$ cat src/rtl/roll_sequencer.sv
// Roll sequencer: turns a roll request into a roll_en strobe train for the dice manager.
// Define ROLL_SEQUENCER_ANIM_EN for the animated multi-tick roll; otherwise a single-strobe FIRE roll.
`timescale 1ns/1ps
module roll_sequencer #(
  parameter int TICK_DIV   = 2500000,
  parameter int ANIM_TICKS = 10,
  parameter int MAX_ROLLS  = 3
) (
  input  logic       clk,
  input  logic       reset,
  input  logic       roll_req,
  input  logic       turn_start,
  input  logic [4:0] hold_sw,
  output logic       roll_en,
  output logic [4:0] hold_mask,
  output logic [1:0] rolls_left,
  output logic       busy,
  output logic       roll_done,
  output logic       can_score
);

  if (TICK_DIV < 2 || ANIM_TICKS < 1 || MAX_ROLLS < 1 || MAX_ROLLS > 3) begin : g_bad_params
    $error("roll_sequencer: parameter out of range");
  end

  localparam logic [1:0] ROLLS_INIT = 2'(MAX_ROLLS);

`ifdef ROLL_SEQUENCER_ANIM_EN
  typedef enum logic [1:0] {IDLE, ANIM, DONE} state_t;
`else
  typedef enum logic [1:0] {IDLE, FIRE, DONE} state_t;
`endif

  state_t state_q, state_d;
  logic   accept;

`ifdef ROLL_SEQUENCER_ANIM_EN
  localparam int TW = $clog2(TICK_DIV);
  localparam int PW = $clog2(ANIM_TICKS + 1);
  localparam logic [TW-1:0] TICK_LAST  = TW'(TICK_DIV - 1);
  localparam logic [PW-1:0] PULSE_LAST = PW'(ANIM_TICKS - 1);

  logic [TW-1:0] tick_q;
  logic [PW-1:0] pulse_q;
  logic          tick_hit;

  // Strobe is decoded from registered state, so it lands TICK_DIV cycles after each wrap.
  assign tick_hit = (state_q == ANIM) && (tick_q == TICK_LAST);
  assign roll_en  = tick_hit;
`else
  assign roll_en  = (state_q == FIRE);
`endif

  assign busy      = (state_q != IDLE);
  assign roll_done = (state_q == DONE);
  assign can_score = (rolls_left < ROLLS_INIT) && !busy;

  always_comb begin
    state_d = state_q;
    accept  = 1'b0;
    case (state_q)
      IDLE: begin
        if (roll_req && !turn_start && (rolls_left != 2'd0)) begin
          accept  = 1'b1;
`ifdef ROLL_SEQUENCER_ANIM_EN
          state_d = ANIM;
`else
          state_d = FIRE;
`endif
        end
      end
`ifdef ROLL_SEQUENCER_ANIM_EN
      ANIM: if (tick_hit && (pulse_q == PULSE_LAST)) state_d = DONE;
`else
      FIRE: state_d = DONE;
`endif
      DONE:    state_d = IDLE;
      default: state_d = IDLE;
    endcase
    if (turn_start) state_d = IDLE;
  end

  always_ff @(posedge clk) begin
    if (reset) begin
      state_q    <= IDLE;
      hold_mask  <= 5'b00000;
      rolls_left <= ROLLS_INIT;
    end else begin
      state_q <= state_d;
      if (turn_start) begin
        rolls_left <= ROLLS_INIT;
      end else if ((state_q == DONE) && (rolls_left != 2'd0)) begin
        rolls_left <= rolls_left - 2'd1;
      end
      // The first roll of a turn always rolls all five dice.
      if (accept) hold_mask <= (rolls_left == ROLLS_INIT) ? 5'b00000 : hold_sw;
    end
  end

`ifdef ROLL_SEQUENCER_ANIM_EN
  always_ff @(posedge clk) begin
    if (reset || (state_q != ANIM)) begin
      tick_q  <= '0;
      pulse_q <= '0;
    end else begin
      tick_q <= tick_hit ? '0 : tick_q + 1'b1;
      if (tick_hit) pulse_q <= pulse_q + 1'b1;
    end
  end
`endif

endmodule

$ cat config.mk
export PLATFORM = sky130hd
export DESIGN_NAME = roll_sequencer
export DESIGN_NICKNAME = d
export VERILOG_FILES = /design/src/rtl/roll_sequencer.sv
export SDC_FILE = /design/constraint.sdc
export NUM_CORES = 1
export LEC_CHECK = 0
export ABC_AREA = 0
export ABC_CLOCK_PERIOD_IN_PS = 5450
export CELL_PAD_IN_SITES_DETAIL_PLACEMENT = 0
export CELL_PAD_IN_SITES_GLOBAL_PLACEMENT = 1
export CORE_MARGIN = 4
export CORE_UTILIZATION = 29
export CTS_CLUSTER_SIZE = 12
export DETAILED_ROUTE_END_ITERATION = 10
export HOLD_SLACK_MARGIN = 0.03
export PLACE_DENSITY = 0.88
export SYNTH_ARGS = -nofsm -noshare
export SYNTH_HDL_FRONTEND = slang
export SYNTH_SLANG_ARGS = --single-unit
export TNS_END_PERCENT = 100
$ cat constraint.sdc
create_clock -name clk -period 5.45 [get_ports clk]
set_input_delay 0.545 -clock clk [delete_from_list [all_inputs] [get_ports clk]]
set_output_delay 0.545 -clock clk [all_outputs]
set_load 0.02 [all_outputs]
* Word-level counts from Yosys, hierarchy flattened
Index checks and enable logic that the tools add are counted.
** Cells by class
- $add $sub $neg :: 1
- $lt $le $gt $ge :: 1
- Equal/unequal tests :: 4
- Muxes and demuxes :: 5
- Reduce and logical (&&, ||, !) cells :: 10
** Operators with widths (number)
- 2-to-1 mux 5 bit :: 1
- equality test 2 bit (second input constant) :: 2
- logical AND 1 bit :: 4
- one-hot mux 2 bit (2 select lines) :: 1
- nonzero test 2 bit :: 2
- equality test 2 x 1 -> 1 bit (second input constant) :: 1
- logical NOT 1 bit :: 2
- logical NOT 2 bit :: 1
- less-than comparator 2 bit (second input constant) :: 1
- 2-to-1 mux 1 bit :: 2
- 2-to-1 mux 2 bit :: 1
- inequality test 2 bit (second input constant) :: 1
- OR reduction 2 bit :: 1
- subtractor 2 x 1 -> 2 bit (second input constant) :: 1
** Word-level totals
- Register bits after elaboration :: 9
- Input bits :: 9

* Longest topological paths before layout
- Word-level depth :: 5
- Gate-level depth with buffers :: 6
- Gate-level depth less buffers :: 5

* Worst setup path before layout
OpenSTA, ideal clock, no wires.
- Path type :: register to register
- Start :: register rolls_left[0]
- End :: register hold_mask[0]
- Setup time :: 70 ps
- Data arrival time :: 1976 ps
- Data required time :: 5380 ps
- Setup slack :: 3405 ps
- Cell stages (with the launch flop) :: 7
- Path through :: dfxtp_1 inv_1 ha_1 or4b_4 buf_6 or4b_1 a21oi_1
** Between the ends
- Word-level cells in the longest chain between the ends :: 4
- Elaborated cells on any way between the ends :: 6
- Those cells by class :: 1 x eq/ne; 3 x mux; 2 x reduce/logical
** RTL lines
- from (decl) :: line 16 : output logic [1:0] rolls_left,
- from (signal assigned) :: line 93 : rolls_left <= rolls_left - 2'd1;
- nonzero test 2 bit :: line 63 : if (roll_req && !turn_start && (rolls_left != 2'd0)) begin
- logical AND 1 bit :: line 63
- 2-to-1 mux 1 bit :: line 63
- 2-to-1 mux 1 bit :: line 61 : case (state_q)
- to (signal assigned) :: line 96 : if (accept) hold_mask <= (rolls_left == ROLLS_INIT) ? 5'b00000 : hold_sw;
- to (decl) :: line 15 : output logic [4:0] hold_mask,
Several ways; a longest one is shown, not always the timed one.
A chain may end at the register's enable or synchronous reset.

* Worst setup path after layout
- Start :: register state_q[0]
- End :: output can_score
** Between the ends
- Word-level cells in the longest chain between the ends :: 3
** RTL lines
- from (decl) :: line 34 : state_t state_q, state_d;
- from (signal assigned) :: line 89 : state_q <= state_d;
- nonzero test 2 bit :: line 54 : assign busy = (state_q != IDLE);
- logical NOT 1 bit :: line 56 : assign can_score = (rolls_left < ROLLS_INIT) && !busy;
- logical AND 1 bit :: line 56
- to (decl) :: line 19 : output logic can_score
No other way between the ends.

==> results.md <==
- The run finished with clean final reports.
- The most used routing layer is met1.
- The finished cells cover 646 um^2.
- The total I/O pin count is 20.
- The initial DRC count is 2.
- In this run, distinct cell masters in the synthesized netlist total 20.
- In this run the critical register-to-register path is launched from rolls_left[0].
- The overall power is approximately 130 uW.
- The number of standard-cell rows in the floorplan is 13.
- Max-cap violations in this run came to 0.
- In this run the critical register-to-register path is captured at hold_mask[2].
- Among all stages on the critical path, the largest delay is contributed by clkdlybuf4s50_1.
- The power density relative to cell area is about 210 nW/um^2.
- The number of fill cells is about 140.
- Measured along the y axis, the die boundary spans between 40 and 50 um.
- The worst setup path is launched from a flop.
- The final critical-path required period is ~2.1 ns.
- Global routing consumed, on the met3 layer, 5.47% of the routing resources.
- The maximum number of pins on one net before global-route repair is 13.
- For this design the static power due to leakage is approximately 0.26 nW.
- For this run, the register share of the synthesized area comes to between 40% and 50%.
- Clock tree synthesis inserted a total of 3 buffers.
- The number of input and output port buffers inserted is 19.
- The initial antenna violation count is 0.
- Of all cell types, the one taking the most synthesized area is dfxtp_1.
- The via-per-instance ratio is approximately 4.9.
- The clock slew seen by the registers of the worst setup and hold paths is roughly 0.06 ns.
- Once the clock tree was built, the resizer swapped 0 gates to a different size.
- In the global route stage, overall resource usage came out at between 10 and 15%.
- Based on the critical path, the design can be clocked at up to around 470 MHz.
- The detailed-route wire length per cell is about 12 um.
- The transition time of the tightest slew-check pin is ~0.34 ns.
- In this run, synthesis produced a sequential element count of 9.
- In this run the most critical hold path is launched from hold_mask[4].
- The number of setup violations in the final report is 0.
- Setup repair after global routing left no endpoint under its margin.
- The placed cell count is 76.
- The repair_antennas step left the layout with diodes totalling 0.
- The later pin in the worst-skew pair is clocked with a latency of between 0.2 and 0.3 ns.
- TritonCTS built the clock tree.
- The total setup buffers inserted after CTS is 0.
- In the layout the commonest cells are clkdlybuf4s50_1 (19), dfxtp_1 (9), or4b_1 (5), a21oi_1 (5).
- The first-pass detailed-route iteration total is 2.
- The leftover overflow at the end of global routing is 0.
- The met2 usage is a little over an eighth.
- The HPWL after detailed placement is about 740 um.
- The die is 46.3 um wide.
- The maximum vdd drop is between 0.06 and 0.07 mV.
- The root buffer cell is clkbuf_4.
- Synthesis produced a netlist with a net count of 56.
- The length in cells of the worst reg-to-reg path is 5.
- Of all nets on the critical path, the largest fanout is 5.
- The wire length of the first global-routing pass is 1570 um.
- The largest single stage delay on the critical path is just over 0.6 ns.
- The most common cell after layout, fill and taps aside is clkdlybuf4s50_1.
- The signal on the critical path passes through or2_2, nor2_1, clkdlybuf4s50_1.
- In the final design database the tool counted 78 nets.
- The placed standard-cell area is slightly above 600 um^2.
- The die area is roughly 2100 um^2.
- Data arrives at the worst endpoint at 1.60 ns.
- By startpoint and endpoint, the worst setup path is classified as reg -> out.
- The routed layout has a little under 400 vias.
- The area share of the largest cell type after synthesis is a little over two fifths.
- The congestion estimate from routability-driven global placement came to approximately 0.66.
- For this configuration, the core starts out at a cell density of a little under a third.
- The count of final max-slew check failures came to 0.
- For the final routed database, the setup TNS stands at 0 ns.
- Relative to the synthesized area, the layout overhead comes to 51.8%.
- The final core utilization is a little under 50%.
- In this run the worst setup path begins at state_q[0].
- The total length of routed wires is 968 um.
- In the final layout, the share of cells above drive strength 1 is a little under a tenth.
- For this run, the number of Yosys warnings is 0.
- The worst register-to-register path has a setup slack of 3.50 ns.
- In this run the number of H-tree levels came out at 1.
- Headroom to the max-slew limit came out at around 78%.
- In this run the worst setup path terminates at can_score.
- The worst clock skew is between 0.001 and 0.0015 ns.
- By area the synthesized netlist is led by dfxtp_1 (42%), or4b_1 (12%), ha_1 (8.8%).
- CTS saw 9 sinks.
- After layout, the worst path uses between 30 and 40% of the clock period.
- The number of hold-slack violations in the final timing report is 0.
- The gate count after technology mapping is 44.
- The maximum clock path buffer count is 2.
- The number of cells in the finished layout apart from fillers is 80.
- STA puts the critical path data required time at 4.91 ns.
- The class of the tightest hold or removal check is reg -> reg.
- For this run, design rule violations remaining after detail routing come to 0.
- The hold-fix buffer count after cts is 0.
- The mean post-synth cell area is just under 10 um^2.
- The area inside the core boundary is between 1000 and 1500 um^2.
- The kind of end point of the critical path is a primary output.
- For met1 alone, demand over resource in global routing was 13.9%.
- The via count of the first global-routing pass is about 360.
- The cell area after technology mapping is ~430 um^2.
- In this run the remaining antenna-violating nets after routing total 0.
worst min path at each step:
stage / end / slack (ns) / depth (start not counted)
floorplan: hold_mask[3] / 0.54 / 2
global placement: hold_mask[4] / 0.46 / 2
detailed placement: hold_mask[4] / 0.47 / 2
CTS: hold_mask[4] / 0.48 / 2
global route: hold_mask[3] / 0.50 / 2
finish: hold_mask[4] / 0.47 / 2
area by class of cell:
cell class,instances,area (um^2),area share [%]
Clock buffer,4,26.3,4.07
Inverter,2,7.51,1.16
Multi-Input combinational cell,31,223,34.5
Sequential cell,9,180,27.9
Tap cell,15,18.8,2.91
Timing Repair Buffer,19,190,29.5
flip-flops by register name, indices dropped and copies added, names as in the netlist:
name,flops
rolls_left,2
hold_mask,5
state_q,2
synthesized netlist by cell type:
master / number
dfxtp_1: 9
a21oi_1: 5
or4b_1: 5
ha_1: 3
o21ai_1: 3
inv_1: 2
nand2_1: 2
nor2_1: 2
o21ai_0: 2
and2_1: 1
and2b_1: 1
buf_6: 1
clkbuf_1: 1
nor2b_1: 1
nor3_1: 1
o211ai_1: 1
or2_2: 1
or3b_2: 1
or4b_4: 1
xnor2_1: 1
stage by stage:
| stage | setup slack, ns | hold WS [ns] |
|---|---|---|
| 3_5_place_dp | 3.21 | 0.470 |
| 3_3_place_gp | 3.24 | 0.460 |
| 6_report | 3.30 | 0.472 |
| 4_1_cts | 3.28 | 0.478 |
| 2_1_floorplan | 3.40 | 0.543 |
| 5_1_grt | 3.22 | 0.498 |
cells by family after synthesis:
logic type               after synthesis  synth area share [%]
adder cells (fa/ha/maj)                3                  8.82
AND/OR/NAND/NOR                       16                  27.9
flip-flops                             9                  42.4
AO/OA/AOI/OAI                         11                  13.5
XOR/XNOR                               1                  2.06
buffers and inverters                  4                  5.29
report_power, final:
group / switching (mW) / leakage (nW) / internal (mW) / total (mW)
sequential: 0.000623 / 0.0728 / 0.0664 / 0.0670
combinational: 0.00658 / 0.176 / 0.00913 / 0.0157
clock: 0.0227 / 0.0150 / 0.0282 / 0.0509
metal layers:
layer  share of wire [%]  routed length, um
met4                   0                  0
met3                  10                 97
met1                  46                444
met5                   0                  0
met2                  44                426
critical path, delay by kind of cell, from the launching register on:
kind	cells	cell delay [ns]
and+or+nand+nor	2	0.40
buffers and inverters	1	0.61
DFF	1	0.34
No activity file was read; power rests on OpenSTA's default activity.
